--- config.mk ---
export PLATFORM = sky130hd
export DESIGN_NAME = alu_sched
export DESIGN_NICKNAME = d
export VERILOG_FILES = /design/src/rtl/alu_sched.sv
export SDC_FILE = /design/constraint.sdc
export NUM_CORES = 1
export LEC_CHECK = 0
export CAP_MARGIN = 25
export CORE_ASPECT_RATIO = 1.4
export CORE_MARGIN = 2
export CORE_UTILIZATION = 41
export DETAILED_ROUTE_END_ITERATION = 6
export GPL_ROUTABILITY_DRIVEN = 0
export PLACE_DENSITY = 0.86
export SYNTH_ARGS = -nofsm -noshare
export SYNTH_HDL_FRONTEND = slang
export SYNTH_SLANG_ARGS = --single-unit
--- constraint.sdc ---
create_clock -name clk -period 2.03 [get_ports clk]
set_input_delay 0.3045 -clock clk [delete_from_list [all_inputs] [get_ports clk]]
set_output_delay 0.3045 -clock clk [all_outputs]
set_load 0.01 [all_outputs]
--- src/rtl/alu_sched.sv ---
// alu_sched
// ---------
// Shares one combinational 16-bit ALU between two requesters.
//   requester 0 : instruction datapath (the only one allowed to update flags)
//   requester 1 : auxiliary address/debug unit
//
// Each transaction takes three states:
//   IDLE : round-robin grant, request accepted on valid&ready
//   EXEC : ALU result captured, flags updated
//   RESP : response held on the output channel until rsp_ready
//
// Handshake rule (same on every channel): a transfer happens on a rising
// clock edge where valid and ready are both high. A producer keeps its
// payload stable while valid is high and ready is low.
//
// Ports
//   clk, rst_n                  clock, asynchronous active-low reset
//   req{0,1}_valid/ready        request handshake
//   req{0,1}_op/a/b             request opcode and operands
//   alu_op, alu_in1, alu_in2    registered operands driven to the ALU
//   alu_out, alu_flags          ALU result and {N,V,Z}
//   rsp_valid/ready             response handshake
//   rsp_id, rsp_data, rsp_err   response payload
//   flags_q                     architectural {N,V,Z}
//   dbg_state                   current FSM state (IDLE=0, EXEC=1, RESP=2)

module alu_sched #(
  parameter logic       RR_INIT  = 1'b0,
  parameter logic [2:0] FLAG_RST = 3'b000
) (
  input  logic        clk,
  input  logic        rst_n,
  input  logic        req0_valid,
  output logic        req0_ready,
  input  logic [3:0]  req0_op,
  input  logic [15:0] req0_a,
  input  logic [15:0] req0_b,
  input  logic        req1_valid,
  output logic        req1_ready,
  input  logic [3:0]  req1_op,
  input  logic [15:0] req1_a,
  input  logic [15:0] req1_b,
  output logic [3:0]  alu_op,
  output logic [15:0] alu_in1,
  output logic [15:0] alu_in2,
  input  logic [15:0] alu_out,
  input  logic [2:0]  alu_flags,
  output logic        rsp_valid,
  input  logic        rsp_ready,
  output logic        rsp_id,
  output logic [15:0] rsp_data,
  output logic        rsp_err,
  output logic [2:0]  flags_q,
  output logic [1:0]  dbg_state
);

  typedef enum logic [1:0] {
    IDLE = 2'd0,
    EXEC = 2'd1,
    RESP = 2'd2
  } state_t;

  localparam logic [3:0] OP_ADD = 4'h0;
  localparam logic [3:0] OP_SUB = 4'h1;
  localparam logic [3:0] OP_XOR = 4'h3;
  localparam logic [3:0] OP_SLL = 4'h4;
  localparam logic [3:0] OP_SRA = 4'h5;
  localparam logic [3:0] OP_ROR = 4'h6;

  state_t      state_q;
  logic        rr_q;        // requester favoured when both are valid
  logic [3:0]  op_q;
  logic [15:0] a_q;
  logic [15:0] b_q;
  logic        id_q;
  logic        rsp_valid_q;
  logic        rsp_id_q;
  logic [15:0] rsp_data_q;
  logic        rsp_err_q;
  logic [2:0]  flags_r;

  logic grant0;
  logic grant1;
  logic acc0;
  logic acc1;
  logic exec_err;
  logic zero_only_op;

  // Grant depends only on state, pointer and valids; never on rsp_ready.
  always_comb begin
    grant0 = req0_valid & (~req1_valid | ~rr_q);
    grant1 = req1_valid & (~req0_valid |  rr_q);
  end

  assign req0_ready = (state_q == IDLE) & grant0;
  assign req1_ready = (state_q == IDLE) & grant1;
  assign acc0       = req0_valid & req0_ready;
  assign acc1       = req1_valid & req1_ready;

  // Opcodes 12..15 have no ALU meaning.
  assign exec_err     = (op_q >= 4'hC);
  assign zero_only_op = (op_q == OP_XOR) | (op_q == OP_SLL) |
                        (op_q == OP_SRA) | (op_q == OP_ROR);

  always_ff @(posedge clk or negedge rst_n) begin
    if (!rst_n) begin
      state_q     <= IDLE;
      rr_q        <= RR_INIT;
      op_q        <= 4'h0;
      a_q         <= 16'h0000;
      b_q         <= 16'h0000;
      id_q        <= 1'b0;
      rsp_valid_q <= 1'b0;
      rsp_id_q    <= 1'b0;
      rsp_data_q  <= 16'h0000;
      rsp_err_q   <= 1'b0;
      flags_r     <= FLAG_RST;
    end else begin
      case (state_q)
        IDLE: begin
          if (acc0 || acc1) begin
            op_q    <= acc0 ? req0_op : req1_op;
            a_q     <= acc0 ? req0_a  : req1_a;
            b_q     <= acc0 ? req0_b  : req1_b;
            id_q    <= acc1;
            // Point at the requester that was not just served.
            rr_q    <= acc0;
            state_q <= EXEC;
          end
        end
        EXEC: begin
          rsp_data_q  <= exec_err ? 16'h0000 : alu_out;
          rsp_err_q   <= exec_err;
          rsp_id_q    <= id_q;
          rsp_valid_q <= 1'b1;
          if (!id_q && !exec_err) begin
            if (op_q == OP_ADD || op_q == OP_SUB) begin
              flags_r <= alu_flags;
            end else if (zero_only_op) begin
              // Logic/shift ops refresh Z only; N and V keep their values.
              flags_r[0] <= (alu_out == 16'h0000);
            end
          end
          state_q <= RESP;
        end
        RESP: begin
          if (rsp_ready) begin
            rsp_valid_q <= 1'b0;
            state_q     <= IDLE;
          end
        end
        default: begin
          state_q <= IDLE;
        end
      endcase
    end
  end

  assign alu_op    = op_q;
  assign alu_in1   = a_q;
  assign alu_in2   = b_q;
  assign rsp_valid = rsp_valid_q;
  assign rsp_id    = rsp_id_q;
  assign rsp_data  = rsp_data_q;
  assign rsp_err   = rsp_err_q;
  assign flags_q   = flags_r;
  assign dbg_state = state_q;

endmodule

==> results.sh <==
export IMPL_coreArea_um2=6525
export IMPL_root_buffer="clkbuf_8"
export IMPL_wl_per_cell_um=14.86
export IMPL_worst_path_max_fanout=5
export IMPL_grt_start_max_net_pins=46
export IMPL_min_path_type="input port to async pin"
export IMPL_vias_per_cell=5.108
export IMPL_drv_cap=0
export IMPL_fin_crit_ns=1.697
export IMPL_antenna_found_initial=0
export IMPL_grt_use_met2=0.3476
export IMPL_internal_power_mw=4.151
export IMPL_endpoint_kind="output pin"
export IMPL_worst_ep_arrival_time_ns=1.39
export IMPL_cp_buffers_inverters=2
export IMPL_synth_cells=240
export IMPL_synth_top_area_share=0.5688
export IMPL_yosys_warnings=0
export IMPL_cpMaxStageDelayCell="clkdlybuf4s50_1"
export IMPL_met1_usage=0.2232
export IMPL_initial_core_util=0.4180
export IMPL_seqPwrFrac=0.347
export IMPL_gr_max_usage_layer="met2"
export IMPL_postRouteAntennaNets=0
export IMPL_final_nets=499
export IMPL_p_leak_nw=2.100
export IMPL_p_total_mw=6.359
export IMPL_seq_area_um2=1554
export IMPL_area_delta_synth_final_pct=67.75
export IMPL_syn_cell_area_um2=2728
export IMPL_yosys_area_top_type="dfrtp_1"
export IMPL_grt_overflow_total=0
export IMPL_synth_area_leaders="dfrtp_1 (57%), mux2i_1 (13%), a21oi_1 (7.0%)"
export IMPL_period_share=0.8361
export IMPL_dieWidth_um=72.94
export IMPL_path_cells="buf_4 > clkdlybuf4s50_1"
export IMPL_rsz0062_at_grt="no"
export IMPL_grt_pass1_vias=2495
export IMPL_slowest_delay_ns=0.52
export IMPL_ys_types=28
export IMPL_setup_tns_ns=0
export IMPL_clkPwrFrac=0.151
export IMPL_cts_tree="yes"
export IMPL_drc=0
export IMPL_power_density_nw_per_um2=1390
export IMPL_finalHoldViolations=0
export IMPL_setup_viol=0
export IMPL_required_ns=1.73
export IMPL_routed_wl_um=7133
export IMPL_fp_dieArea_um2=7331
export IMPL_slew_headroom=0.6084
export IMPL_ys_seq_area_frac=0.5688
export IMPL_track_usage=0.2036
export IMPL_ioPinCount=158
export IMPL_final_cell_count_no_fill=480
export IMPL_synth_fp_nets=336
export IMPL_multi_input_area_um2=1066
export IMPL_synth_seq_cells=62
export IMPL_drt_iter0_markers=108
export IMPL_p_switching_mw=2.208
export IMPL_cts_made_buffers=9
export IMPL_row_count=35
export IMPL_path_delay_family="buffers and inverters"
export IMPL_worstMarginPinSlew_ns=0.5874
export IMPL_utilization=0.7012
export IMPL_numPortBuffers=157
export IMPL_cts_sinks=62
export IMPL_cts_path_max_buffers=2
export IMPL_die_y_um=100.5
export IMPL_sw_frac_of_total=0.3472
export IMPL_vdd_drop_max_mv=0.6372
export IMPL_use_met3=0.07500
export IMPL_dr_pass1_iters=4
export IMPL_grt_pass1_wl_um=11550
export IMPL_critPathKind="flop to output pin"
export IMPL_dp_cells=463
export IMPL_combPwrFrac=0.502
export IMPL_final_common_cell="clkdlybuf4s50_1"
export IMPL_nFillCells=491
export IMPL_startpoint_type="flop"
export IMPL_skew_ns=0.004978
export IMPL_clock_latency_ns=0.32
export IMPL_fmax_mhz=589.2
export IMPL_dr_total_vias=2452
export IMPL_maxSlewViolCount=0
export IMPL_h_tree_depth=3
export IMPL_diodes=0
export IMPL_hpwl_um=5435
export IMPL_path_clk_slew_ns=0.07
export IMPL_drive_gt1_frac=0.09360
export IMPL_synth_avg_cell_area_um2=11.37
export IMPL_status="finished, final reports clean"
export IMPL_final_cell_mix="clkdlybuf4s50_1 (154), dfrtp_1 (60), nor2_1 (39)"
metrics by stage:
stage          hold slack [ns]  area [µm²]  setup slack, ns
3_5_place_dp            0.3370        4364           0.1225
4_1_cts                 0.5096        4553         0.001401
6_report                0.5059        4576           0.3328
3_3_place_gp            0.3229        4364           0.1436
2_1_floorplan         0.008909        2728           0.6080
5_1_grt                 0.5171        4576           0.2921
cell usage after synthesis:
cell type and number:
dfrtp_1 62, nor2_1 39, a21oi_1 38, mux2i_1 36
a22o_1 15, buf_2 12, nand2_1 7, inv_1 4
mux2_2 3, a21oi_2 2, buf_8 2, nand2b_1 2
nor4_1 2, o21ai_0 2, a2111oi_2 1, a22o_2 1
a32oi_1 1, buf_6 1, nand2b_4 1, nand3_1 1
nand3_2 1, nor2_2 1, nor3_1 1, nor3_2 1
o21a_1 1, or4_1 1, or4_4 1, xnor2_1 1
sequential cells by signal, indices dropped and copies added (netlist names):
| signal | count |
|---|---|
| alu_in1 | 16 |
| alu_in2 | 16 |
| alu_op | 4 |
| dbg_state | 2 |
| flags_q | 3 |
| id_q | 1 |
| rr_q | 1 |
| rsp_data | 16 |
| rsp_err | 1 |
| rsp_id | 1 |
| rsp_valid | 1 |
path summary, 6_finish.rpt:
kind | endpoint | start | slack [ns] | depth (start not counted)
worst max register to register | flags_q[2]$_DFFE_PN0P_ | alu_op[2]$_DFFE_PN0P_ | 0.54 | 3
worst max-delay path | dbg_state[0] | dbg_state[0]$_DFFE_PN0P_ | 0.33 | 2
min in group clk | rsp_data[1]$_DFFE_PN0P_ | rsp_data[1]$_DFFE_PN0P_ | 0.51 | 1
worst min register to register | rsp_data[1]$_DFFE_PN0P_ | rsp_data[1]$_DFFE_PN0P_ | 0.51 | 1
worst min-delay path | rsp_data[9]$_DFFE_PN0P_ | rst_n | 0.51 | 2
max in group asynchronous | alu_in1[15]$_DFFE_PN0P_ | rst_n | 0.89 | 3
routing by layer:
layer  part of all wire  vias up
met5                  0        -
met2               0.51      120
li1                   -     1169
met3              0.085       18
met4              0.029        0
met1               0.38     1145
layout make-up:
cell class	instances	area share
timing repair buffer	167	0.3659
sequential	62	0.3396
multi-input combinational	159	0.2330
clock buffer	13	0.03692
tap	74	0.02024
inverter	4	0.003281
clock inverter	1	0.001094
kinds of logic after synthesis:
group | Yosys count | synth area share
xor gates and xnor gates | 1 | 0.003212
AOI/OAI and AO/OA | 61 | 0.1431
DFF | 62 | 0.5688
muxes | 39 | 0.1445
and+or+nand+nor | 58 | 0.09770
buffers and inverters | 19 | 0.04266
power groups by stage:
| stage | Sequential, mW | Clock [mW] | Combinational, mW |
|---|---|---|---|
| final | 2.20 | 0.962 | 3.19 |
| after detailed placement | 2.22 | 0 | 3.17 |
| after global placement | 2.20 | 0 | 3.12 |
| after floorplan | 2.45 | 0 | 1.32 |
| after CTS | 2.22 | 0.984 | 3.20 |
| after global routing | 2.28 | 1.03 | 3.49 |
repair_timing:
item / in CTS / in global routing
gates resized for setup: 1 / 4
hold buffers: 1 / 0
endpoints found under the hold margin: 23 / 0
buffers inserted: 0 / 2
setup endpoints to repair: 2 / 2
Note: power is estimated with default switching activity, not from simulation.
==> patch 1 (same settings) <==
Set the parameter `RR_INIT` to 1'b1 (it was 1'b0).
--- a/src/rtl/alu_sched.sv
+++ b/src/rtl/alu_sched.sv
@@ -25,7 +25,7 @@
 //   dbg_state                   current FSM state (IDLE=0, EXEC=1, RESP=2)
 
 module alu_sched #(
-  parameter logic       RR_INIT  = 1'b0,
+  parameter logic       RR_INIT  = 1'b1,
   parameter logic [2:0] FLAG_RST = 3'b000
 ) (
   input  logic        clk,
Formal check against the unedited RTL: not equivalent (Yosys sat finds a counterexample within 4 cycles, from zero or initial values and one cycle with rst_n low).
==> patch 1 against the unedited design <==
Routed wire length is 0.49% lower; total power decreased by 0.89%; synthesized area is essentially flat; hold slack got worse by 0.028 ns; worst setup slack improved by 0.034 ns; sequential cell count unchanged; maximum frequency increased by 2.1%; design area fell by 0.57%; highest routed layer unchanged.
==> patch 1: results (changes against the unedited design) <==
Finish
  – Fillers: 493 (was 491)
  – Layout cells sized above 1: 8.21% (was 9.36%)
  – Final net count: 494 (was 499)
  – Final std cells w/o fill: 476 (was 480)
  – N_diodes: 0 (unchanged)

Synthesis
  – Post-synthesis xor/xnor area fraction: 0.321% (about the same)
  – Syn Nets: 336 (unchanged)
  – Complex-gate fraction of the synthesized area: 14.3% (about the same)
  – Post-Synth Adder-Cell Area: 0% (unchanged)
  – Async S/R FF share, synth: 100% (unchanged)
  – Yosys warns: 0 (unchanged)
  – Synth unique cells: 29 (was 28)
  – Mux cell area share after synthesis: 14.4% (about the same)
  – Post-synth top cells: dfrtp_1, nor2_1, a21oi_1 (unchanged)
  – Top post-synthesis cells by area: dfrtp_1, mux2i_1, a21oi_1 (unchanged)
  – Register area share after synthesis: 56.9% (about the same)
  – Mean Syn Cell Area: 11.4 um2 (about the same)

Clocking
  – Clk slew on worst S/H paths: 0.06 ns
  – Clk root buf: clkbuf_8 (unchanged)
  – Post-CTS Setup Bufs: 0 (unchanged)
  – H-Tree Depth: 3 (unchanged)
  – Number of CTS-inserted buffers: 9 (unchanged)
  – Worst-skew pair later-pin latency: 0.32 ns (about the same)
  – Clock Path Buffers: 2 (unchanged)

Route
  – Router iterations before antenna repair: 4 (unchanged)
  – Wire per inst: 14.9 um (about the same)
  – DRT iter0 DRCs: 64 (was 108)
  – Detailed-route via count: 2430 (was 2452)

Place
  – HPWL Detailed: 5390 um (was 5440 um)
  – Placement Setup Slack: 0.106 ns (was 0.122 ns)
  – Placed Cells incl. Taps: 460 (was 463)
  – Dpl cell area: 4360 um2 (about the same)
  – Port bufs: 157 (unchanged)

Worst setup path
  – Crit-path slowest cell: clkdlybuf4s50_1 (unchanged)
  – CP peak stage delay: 0.59 ns (was 0.52 ns)
  – Cells on worst reg2reg path: 5 (was 3)
  – CP Data Arrival Time: 1.36 ns (was 1.39 ns)
  – Critical path's top delay family: buffers and inverters (unchanged)
  – R2R setup slack: 0.55 ns
  – CP max FO: 5 (unchanged)

Global route
  – Met1 Use GR: 22.9% (was 22.3%)
  – Maximum number of pins on one net before global-route repair: 74 (was 46)
  – Tot GR Track Use: 20.5% (was 20.4%)
  – Initial antenna violation count: 0 (unchanged)
  – First-pass GRT wire length: 11600 um (unchanged)
  – M3 GR Usage: 7.50% (unchanged)
  – Met2 Usage GRT: 35.8% (was 34.8%)
  – Vias in the first global route: 2465 (was 2495)

Timing
  – Setup Skew: 0.00653 ns (was 0.00498 ns)
  – Worst-Margin Slew: 0.620 ns (was 0.587 ns)
  – Hold WS: 0.478 ns (was 0.506 ns)
  – Setup ws final: 0.367 ns (was 0.333 ns)

Pwr
  – Peak VDD IR: 747 uV (was 637 uV)
  – P_leak: 0.00208 uW (was 0.00210 uW)
  – Internal power: 4100 uW (was 4150 uW)

Hold path
  – Worst hold stages: 2
  – Tightest Hold Check Type: reg -> reg (was in -> async)

Outcome
  – Status: finished, final reports clean (unchanged)
==> patch 1: power by group through the flow <==
stage,registers [uW],logic (uW),clock network (uW)
final,2210,3160,930
after CTS,2210,3210,963
after floorplan,2450,1320,0
after global placement,2200,3110,0
after global routing,2300,3430,1010
after detailed placement,2220,3190,0
==> patch 1: final cells by class <==
cell class / instances / area share, %
sequential: 62 / 34.2
clock inverter: 1 / 0.110
clock buffer: 14 / 3.58
inverter: 4 / 0.330
timing repair buffer: 162 / 36.2
tap: 74 / 2.04
multi-input combinational: 159 / 23.5
==> patch 1: cell families after synthesis <==
kind of cell | count (synthesis)
DFF | 62
AOI/OAI and AO/OA | 61
and+or+nand+nor | 58
muxes | 39
buffers and inverters | 19
xor gates and xnor gates | 1
==> patch 1: worst register-to-register path, delay by kind of cell, from the launching register on <==
family | cells | cell delay, ns
compound gates | 1 | 0.10
buf+inv | 1 | 0.26
flops | 1 | 0.55
mux | 1 | 0.28
simple gates | 2 | 0.16
==> patch 1: stage by stage <==
stage / power, uW / utilization, %
after global routing: 6740 / 69.7
after floorplan: 3770 / -
after global placement: 5310 / 66.7
after detailed placement: 5410 / 66.7
after CTS: 6390 / 69.5
final: 6300 / 69.7
==> patch 1: final timing paths <==
check / from / end
min: rr_q / rr_q
min reg2reg: rr_q / rr_q
max in group asynchronous: rst_n / alu_in2[3]
min in group asynchronous: rst_n / rsp_data[12]
max reg2reg: rr_q / alu_in2[0]
max: alu_op[3] / alu_op[3]
==> patch 1: layer usage <==
metal / vias up / share of wire (%)
met5: - / 0
met4: 0 / 1.2
met3: 8 / 7.6
met2: 103 / 54
met1: 1155 / 37
li1: 1164 / -
==> patch 1: timing repair <==
action,CTS,global route
endpoints found under the hold margin,3,0
hold buffers,1,0
resized for setup,1,4
endpoints found under the setup margin,2,2
==> patch 2 (config.mk and constraints unchanged) <==
Made on the original files. Put one more register stage on the output `dbg_state`, cleared by the reset. The value now appears one clock later. The other outputs are not delayed to match.
--- a/src/rtl/alu_sched.sv
+++ b/src/rtl/alu_sched.sv
@@ -164,7 +164,13 @@
   assign rsp_data  = rsp_data_q;
   assign rsp_err   = rsp_err_q;
   assign flags_q   = flags_r;
-  assign dbg_state = state_q;
+  always_ff @(posedge clk or negedge rst_n) begin
+    if (!rst_n) begin
+      dbg_state <= '0;
+    end else begin
+      dbg_state <= state_q;
+    end
+  end
 
 endmodule
 
Formal check against the unedited RTL: not equivalent (Yosys sat finds a counterexample within 4 cycles, from zero or initial values and one cycle with rst_n low).
==> patch 2 against the unedited design <==
Design area grew 1.2%; synthesized area grew 0.60%; largest cell class unchanged; routed wire length grew 5.5%; sequential cell count grew 2; critical path type unchanged; total power grew 3.7%; clock skew grew 0.0025 ns; largest power group unchanged; worst setup slack lost 0.26 ns; critical path depth grew 2.
==> patch 2: results (changes against the unedited design) <==
Outcome
  – Status: finished, final reports clean (unchanged)

Route
  – DRT Wirelength: 7530 um (was 7130 um)
  – Max Used Layer: met4 (unchanged)
  – Wire length on met3: 616 um (was 603 um)
  – M1 WL: 2820 um (was 2690 um)
  – DRT iter0 DRCs: 142 (was 108)
  – Metal2 WL: 3900 um (was 3630 um)
  – Vias/cell: 5.15 (was 5.11)

Worst setup path
  – Cells on worst reg2reg path: 4 (was 3)
  – R2r startpoint: state_q[1] (was alu_op[2])
  – Critical Path End: req1_ready (was dbg_state[0])
  – Crit-path slowest cell: clkdlybuf4s50_1 (unchanged)
  – CP Data Arrival Time: 1.65 ns (was 1.39 ns)
  – R2R Path End: flags_q[2] (unchanged)
  – Origin of the worst setup path: state_q[1] (was dbg_state[0])
  – CP max FO: 5 (unchanged)

Synthesis
  – Synth unique cells: 23 (was 28)
  – Register area share after synthesis: 58.4% (was 56.9%)
  – Top post-synthesis cells by area: dfrtp_1, mux2i_1, a21oi_1 (unchanged)
  – Async S/R FF share, synth: 100% (unchanged)
  – Post-synth top cells: dfrtp_1, nor2_1, a21oi_1 (unchanged)
  – Syn Nets: 339 (was 336)

Global route
  – Maximum number of pins on one net before global-route repair: 74 (was 46)
  – Global route hottest layer: met2 (unchanged)
  – Met2 Usage GRT: 35.5% (was 34.8%)
  – First-pass GRT wire length: 11600 um (about the same)
  – Tot GR Track Use: 20.6% (was 20.4%)
  – Vias in the first global route: 2388 (was 2495)
  – Met1 Use GR: 23.7% (was 22.3%)
  – M3 GR Usage: 6.20% (was 7.50%)

Pwr
  – Peak VDD IR: 711 uV (was 637 uV)
  – Internal power: 4340 uW (was 4150 uW)
  – P_leak: 0.00212 uW (was 0.00210 uW)

Place
  – Placement Setup Slack: 0.0879 ns (was 0.122 ns)
  – Dpl cell area: 4390 um2 (was 4360 um2)
  – HPWL Detailed: 5620 um (was 5440 um)

Timing
  – Max Freq: 0.511 GHz (was 0.589 GHz)
  – Setup Skew: 0.00748 ns (was 0.00498 ns)
  – Max-slew headroom: 71.0% (was 60.8%)

Finish
  – Final net count: 498 (was 499)
  – Layout cells sized above 1: 7.62% (was 9.36%)

Clocking
  – Clock Path Buffers: 2 (unchanged)

Hold path
  – Tightest Hold Check Type: in -> async (unchanged)
==> patch 2: worst min-delay path by stage <==
stage	slack, ns	end	startpoint	depth (start not counted)
3_3_place_gp	0.20	rsp_data[15]	rst_n	1
4_1_cts	0.40	rsp_data[10]	rst_n	2
3_5_place_dp	0.21	rsp_data[0]	rst_n	1
6_report	0.39	rsp_data[15]	rst_n	2
5_1_grt	0.42	rsp_data[0]	rst_n	2
2_1_floorplan	0.009	alu_in1[0]	rst_n	0
==> patch 2: final cells by class <==
class | instances | area, um2
clock buffer | 14 | 183
clock inverter | 2 | 35.0
fill | 478 | 1890
inverter | 4 | 15.0
multi-input combinational | 160 | 1050
sequential | 64 | 1600
tap | 74 | 92.6
timing repair buffer | 163 | 1650
==> patch 2: timing repair <==
action | 4_1_cts | 5_1_grt
setup endpoints to repair | 2 | 2
gates resized for setup | 1 | 3
setup buffers | 0 | 0
hold buffers | 1 | 0
hold endpoints to repair | 12 | 0
==> patch 2: per-stage QoR <==
stage                     instances  setup TNS [ns]  hold slack [ns]  util [%]
after global routing            481         -0.0116            0.421      71.0
after detailed placement        464               0            0.210      67.3
after global placement          464               0            0.205      67.3
final                           481               0            0.393      71.0
after CTS                       481               0            0.402      70.9
after floorplan                 243               0          0.00891         -
==> patch 2: power by group through the flow <==
stage	Combinational, uW	Sequential [uW]	Clock [uW]
global route	3450	2320	1250
finish	3190	2250	1160
detailed placement	3200	2270	0
global placement	3120	2240	0
CTS	3220	2250	1190
floorplan	1280	2500	0
==> patch 2: cell families (layout without fill, tap and decap cells) <==
logic type / Yosys count / after routing / share of synthesized area [%]
xor+xnor: 1 / 1 / 0.319
buf+inv: 19 / 183 / 3.97
mux: 39 / 39 / 14.4
flops: 64 / 64 / 58.4
simple gates: 60 / 60 / 9.21
compound gates: 60 / 60 / 13.8
